## src/rtl/control_pkg.sv

```systemverilog
// Shared encodings for the RV32I main decoder: opcodes, ALU-operation classes
// and the packed control bundle carried from decode to the output register.
package control_pkg;

  localparam logic [6:0] OP_RTYPE  = 7'b0110011;
  localparam logic [6:0] OP_IMM    = 7'b0010011;
  localparam logic [6:0] OP_LOAD   = 7'b0000011;
  localparam logic [6:0] OP_STORE  = 7'b0100011;
  localparam logic [6:0] OP_BRANCH = 7'b1100011;
  localparam logic [6:0] OP_JALR   = 7'b1100111;
  localparam logic [6:0] OP_JAL    = 7'b1101111;
  localparam logic [6:0] OP_LUI    = 7'b0110111;
  localparam logic [6:0] OP_AUIPC  = 7'b0010111;

  typedef enum logic [2:0] {
    ALUOP_ADD   = 3'b000,
    ALUOP_BR    = 3'b001,
    ALUOP_R     = 3'b010,
    ALUOP_I     = 3'b011,
    ALUOP_JALR  = 3'b100,
    ALUOP_LUI   = 3'b101,
    ALUOP_AUIPC = 3'b110,
    ALUOP_JAL   = 3'b111
  } aluop_e;

  typedef struct packed {
    logic   branch;
    logic   memread;
    logic   memtoreg;
    aluop_e aluop;
    logic   memwrite;
    logic   alusrc;
    logic   regwrite;
  } ctrl_t;

  // Argument order matches the decode table so each row reads like the table.
  function automatic ctrl_t make_ctrl(
    input logic   branch,
    input logic   memread,
    input logic   memtoreg,
    input aluop_e aluop,
    input logic   memwrite,
    input logic   alusrc,
    input logic   regwrite
  );
    ctrl_t c;
    c.branch   = branch;
    c.memread  = memread;
    c.memtoreg = memtoreg;
    c.aluop    = aluop;
    c.memwrite = memwrite;
    c.alusrc   = alusrc;
    c.regwrite = regwrite;
    return c;
  endfunction

  localparam ctrl_t CTRL_NOP = '{
    branch: 1'b0, memread: 1'b0, memtoreg: 1'b0, aluop: ALUOP_ADD,
    memwrite: 1'b0, alusrc: 1'b0, regwrite: 1'b0
  };

endpackage

```

## src/rtl/control_decode.sv

```systemverilog
// Combinational opcode-to-control-bundle mapping. The o_illegal flag exists
// only when CONTROL_ILLEGAL_EN is defined.
module control_decode
  import control_pkg::*;
(
  input  logic [6:0] i_opcode,
`ifdef CONTROL_ILLEGAL_EN
  output logic       o_illegal,
`endif
  output ctrl_t      o_ctrl
);

  always_comb begin
    // NOTE: every output gets a default before the case so no path leaves it
    // unassigned, which would otherwise infer a latch.
    o_ctrl = CTRL_NOP;
`ifdef CONTROL_ILLEGAL_EN
    o_illegal = 1'b0;
`endif
    case (i_opcode)
      OP_RTYPE:  o_ctrl = make_ctrl(1'b0, 1'b0, 1'b0, ALUOP_R,     1'b0, 1'b0, 1'b1);
      OP_IMM:    o_ctrl = make_ctrl(1'b0, 1'b0, 1'b0, ALUOP_I,     1'b0, 1'b1, 1'b1);
      OP_LOAD:   o_ctrl = make_ctrl(1'b0, 1'b1, 1'b1, ALUOP_ADD,   1'b0, 1'b1, 1'b1);
      OP_STORE:  o_ctrl = make_ctrl(1'b0, 1'b0, 1'b0, ALUOP_ADD,   1'b1, 1'b1, 1'b0);
      OP_BRANCH: o_ctrl = make_ctrl(1'b1, 1'b0, 1'b0, ALUOP_BR,    1'b0, 1'b0, 1'b0);
      OP_JALR:   o_ctrl = make_ctrl(1'b1, 1'b0, 1'b0, ALUOP_JALR,  1'b0, 1'b1, 1'b1);
      OP_JAL:    o_ctrl = make_ctrl(1'b1, 1'b0, 1'b0, ALUOP_JAL,   1'b0, 1'b0, 1'b1);
      OP_LUI:    o_ctrl = make_ctrl(1'b0, 1'b0, 1'b0, ALUOP_LUI,   1'b0, 1'b1, 1'b1);
      OP_AUIPC:  o_ctrl = make_ctrl(1'b0, 1'b0, 1'b0, ALUOP_AUIPC, 1'b0, 1'b1, 1'b1);
      default: begin
        o_ctrl = CTRL_NOP;
`ifdef CONTROL_ILLEGAL_EN
        o_illegal = 1'b1;
`endif
      end
    endcase
  end

endmodule

```

## src/rtl/control_unit.sv

```systemverilog
// RV32I main decoder with a one-cycle registered output stage.
// Define CONTROL_ILLEGAL_EN to add the registered 'illegal' output.
module control_unit
  import control_pkg::*;
(
  input  logic        clk,
  input  logic        rst,
  input  logic [31:0] instruction,
  output logic        branch,
  output logic        memread,
  output logic        memtoreg,
  output logic [2:0]  aluop,
  output logic        memwrite,
  output logic        alusrc,
  output logic        regwrite
`ifdef CONTROL_ILLEGAL_EN
  ,
  output logic        illegal
`endif
);

  ctrl_t r_ctrl;
  ctrl_t w_ctrl;
  logic  w_unused_upper;

  // Only the opcode field steers the control strobes.
  assign w_unused_upper = ^instruction[31:7];

`ifdef CONTROL_ILLEGAL_EN
  logic w_illegal;
  logic r_illegal;

  control_decode u_decode (
    .i_opcode  (instruction[6:0]),
    .o_illegal (w_illegal),
    .o_ctrl    (w_ctrl)
  );

  always_ff @(posedge clk) begin
    if (rst) r_illegal <= 1'b0;
    else     r_illegal <= w_illegal;
  end

  assign illegal = r_illegal;
`else
  control_decode u_decode (
    .i_opcode (instruction[6:0]),
    .o_ctrl   (w_ctrl)
  );
`endif

  // NOTE: reset is sampled on the clock edge and takes priority over that
  // edge's decode; state uses non-blocking assignments so all outputs move
  // together on the same edge.
  always_ff @(posedge clk) begin
    if (rst) r_ctrl <= CTRL_NOP;
    else     r_ctrl <= w_ctrl;
  end

  assign branch   = r_ctrl.branch;
  assign memread  = r_ctrl.memread;
  assign memtoreg = r_ctrl.memtoreg;
  assign aluop    = r_ctrl.aluop;
  assign memwrite = r_ctrl.memwrite;
  assign alusrc   = r_ctrl.alusrc;
  assign regwrite = r_ctrl.regwrite;

endmodule

```

## config.mk

```make
export PLATFORM = sky130hd
export DESIGN_NAME = control_unit
export DESIGN_NICKNAME = d
export VERILOG_FILES = /design/src/rtl/control_pkg.sv /design/src/rtl/control_decode.sv /design/src/rtl/control_unit.sv
export SDC_FILE = /design/constraint.sdc
export NUM_CORES = 1
export LEC_CHECK = 0
export CAP_MARGIN = 0
export CORE_MARGIN = 2
export CORE_UTILIZATION = 24
export DETAILED_ROUTE_END_ITERATION = 10
export GPL_ROUTABILITY_DRIVEN = 0
export PLACE_DENSITY = 0.79
export SYNTH_ARGS = -nofsm -noshare
export SYNTH_HDL_FRONTEND = slang
export SYNTH_SLANG_ARGS = --single-unit
```

## constraint.sdc

```tcl
create_clock -name clk -period 0.95 [get_ports clk]
set_input_delay 0.19 -clock clk [delete_from_list [all_inputs] [get_ports clk]]
set_output_delay 0.19 -clock clk [all_outputs]
set_load 0.005 [all_outputs]
```

==> flow_summary_export.csv <==
group,metric,value,unit
worst_setup_path,cp-end-kind,"flip-flop",
pwr,power_frac_seq,0.479,
sta,min_period,0.9269,ns
worst_setup_path,required,1.12,ns
finish,nets,100,
finish,drive_gt1_frac,0.4844,
sta,setup-violations-final,0,
detailed_routing,firstDrtPassIters,2,
worst_hold_path,min_path_type,"input pin to flip-flop",
place,place_ws,-0.5183,ns
finish,fillers,157,
worst_setup_path,worstPathMaxFanout,8,
clocking,cts_sinks,8,
worst_setup_path,cpPeakStageDelay,0.29,ns
worst_hold_path,hold_depth,2,
sta,worstMarginPinSlew,0.2463,ns
worst_setup_path,crit_arrival,1.10,ns
floorplanning,rows,14,
place,io_buffers,17,
synth,synth_most_common_cell,"dfxtp_1",
place,place_area,620.6,µm²
synth,synth_top_cell_by_area,"dfxtp_1",
sta,grt_setup_unrepaired,"true",
floorplanning,ioPinCount,43,
detailed_routing,drt-total-wl,847,µm
pwr,ir_worst_vdd,321.0,µV
floorplanning,design.die.area,1994,µm²
finish,ff_latch_area,162.7,µm²
sta,finalWorstSetupSlack,0.02315,ns
sta,hold_viol_final,0,
worst_setup_path,setup.worst_path.start_class,"input pin",
synth,synth_top_cell_area_share,0.4038,
finish,multi_input_area,221.5,µm²
detailed_routing,postRouteAntennaNets,0,
sta,final_max_slew_viol_count,0,
synth,seq_area_frac_synth,0.4038,
worst_hold_path,worstHoldStart,"instruction[3]",
sta,period_share,0.9756,
grt,gr-usage-all-layers,0.09591,
detailed_routing,drcViolationCount,0,
worst_setup_path,path_cells,"clkdlybuf4s15_2, and3b_1, o31a_1, nor3_2",
worst_setup_path,path_delay_family,"simple AND/OR/NAND/NOR gates",
floorplanning,initial_core_util,0.2603,
sta,slew_headroom,0.8353,
worst_setup_path,worst-path-buf-inv,1,
pwr,switching_share,0.2224,
grt,antenna_found_initial,0,
synth,ys_top_cells_by_area,"dfxtp_1, and4bb_1, nand4b_4, nor4b_1, a21oi_1",
clocking,cts_tree,"done",
place,hpwl,652.7,µm
floorplanning,die_h,44.65,µm
sta,max_freq,1.079,GHz
worst_setup_path,path_class,"input pin to flip-flop",
clocking,h-tree-depth,1,
synth,ys_ff_latch,8,
synth,netlist-cell-type-count,24,
synth,ys_async_sr_fraction,0,
pwr,p_leak,0.2896,nW
synth,synthTopCellsByCount,"dfxtp_1, a21oi_1",
synth,synth_cells,38,
synth,synth_fp_nets,72,
pwr,switchingPower,0.1579,mW
worst_setup_path,critPathSlowestCell,"o31a_1",
grt,grt_pass1_vias,339,
pwr,power_frac_comb,0.174,
grt,grt_first_pass_wirelength,1.359,mm
status,status,"complete, no violations",
synth,synth_edf_count,0,
floorplanning,die_w,44.65,µm
detailed_routing,drt-initial-drc-count,1,
clocking,cts_buffers,3,
grt,grt_max_degree,9,
pwr,power_density,1137,nW/µm²
clocking,cts.path.max_buffers,2,
clocking,path_clk_slew,0.05,ns
pwr,p_int,0.5522,mW
finish,areaGrowthSynthToFinish,57.41,%
finish,diodes,0,
pwr,power_frac_clock,0.347,
sta,tns,0,ns
synth,synth_top_flop_cell,"dfxtp_1",
clocking,hold_buffers,0,
grt,grt_overflow,0,
synth,ys.warnings.count,0,
worst_hold_path,whs_endpoint,"alusrc",
worst_setup_path,crit_start,"instruction[5]",
synth,synth_area,396.6,µm²
floorplanning,core,1524,µm²
finish,fin_area,624.3,µm²
detailed_routing,wl_per_cell,10.59,µm
job,cap_violations,0,
detailed_routing,num_vias,369,
clocking,root_buffer,"clkbuf_4",
synth,avgSynthCellArea,10.44,µm²
detailed_routing,routed_via_density,4.613,
==> worst max-delay path by stage <==
stage	endpoint	slack, ns	cells past startpoint
CTS	regwrite	0.003	1
global placement	aluop[0]	-0.50	4
global route	alusrc	-0.02	4
detailed placement	alusrc	-0.52	4
finish	alusrc	0.02	4
floorplan	aluop[0]	0.008	4
==> cells by family (layout without fill, tap and decap cells) <==
group	after synthesis	count (layout)	synth area share
simple gates	18	18	0.3975
compound gates	8	8	0.1230
flops	8	8	0.4038
buf+inv	4	30	0.07569
==> stage by stage <==
stage	power, mW	hold WS, ns	std cells	utilization
finish	0.7101	0.3361	80	0.4097
global placement	0.4729	0.8353	76	0.4072
detailed placement	0.4749	0.8343	76	0.4072
global route	0.7465	0.3538	80	0.4097
floorplan	0.4008	0.2597	38	-
CTS	0.7186	0.3207	80	0.4286
==> power groups by stage <==
| stage | clock (mW) | sequential (mW) | combinational [mW] |
|---|---|---|---|
| final | 0.246 | 0.340 | 0.124 |
| after global routing | 0.270 | 0.340 | 0.136 |
| after CTS | 0.255 | 0.340 | 0.123 |
| after detailed placement | 0 | 0.347 | 0.128 |
| after global placement | 0 | 0.347 | 0.126 |
| after floorplan | 0 | 0.348 | 0.0531 |
==> final cells by class <==
type,count,area share
flip-flops and latches,8,0.2605
multi-input cells,26,0.3547
clock buffers,3,0.03607
repair buffers,26,0.3106
inverters,1,0.006012
well taps,16,0.03206
==> cells in the final DEF (no fill, tap or decap), drive strengths merged <==
cell type      count
nand2              1
o21ai              2
a22oi              1
clkdlybuf4s15      4
dlygate4sd2        4
and4b              1
nand3              1
nand4b             1
buf               12
nor3b              1
o31ai              1
and3b              1
a21oi              3
nand3b             1
inv                1
nor3               1
nor2               2
nor2b              2
or2                1
clkbuf             9
dfxtp              8
and4bb             3
nor4b              2
o31a               1
==> metal layers <==
metal  vias up  GRT usage  wire length, µm
met1       161     0.1100              375
li1        192          -                -
met3         2    0.03673               72
met5         -          0                0
met4         0    0.05455                8
met2        14     0.1507              391
==> state kept, by name, summed over array words and instances, names as in the netlist <==
register and count:
branch 1, memwrite 1, aluop 3, memread 1, regwrite 1, alusrc 1
==> repair_timing <==
action / CTS / global route
cloned: 0 / 0
endpoints found under the setup margin: 17 / 9
pin swaps: 3 / 0
setup buffers: 1 / 0
resized for setup: 40 / 9
No activity file was read; power rests on OpenSTA's default activity.
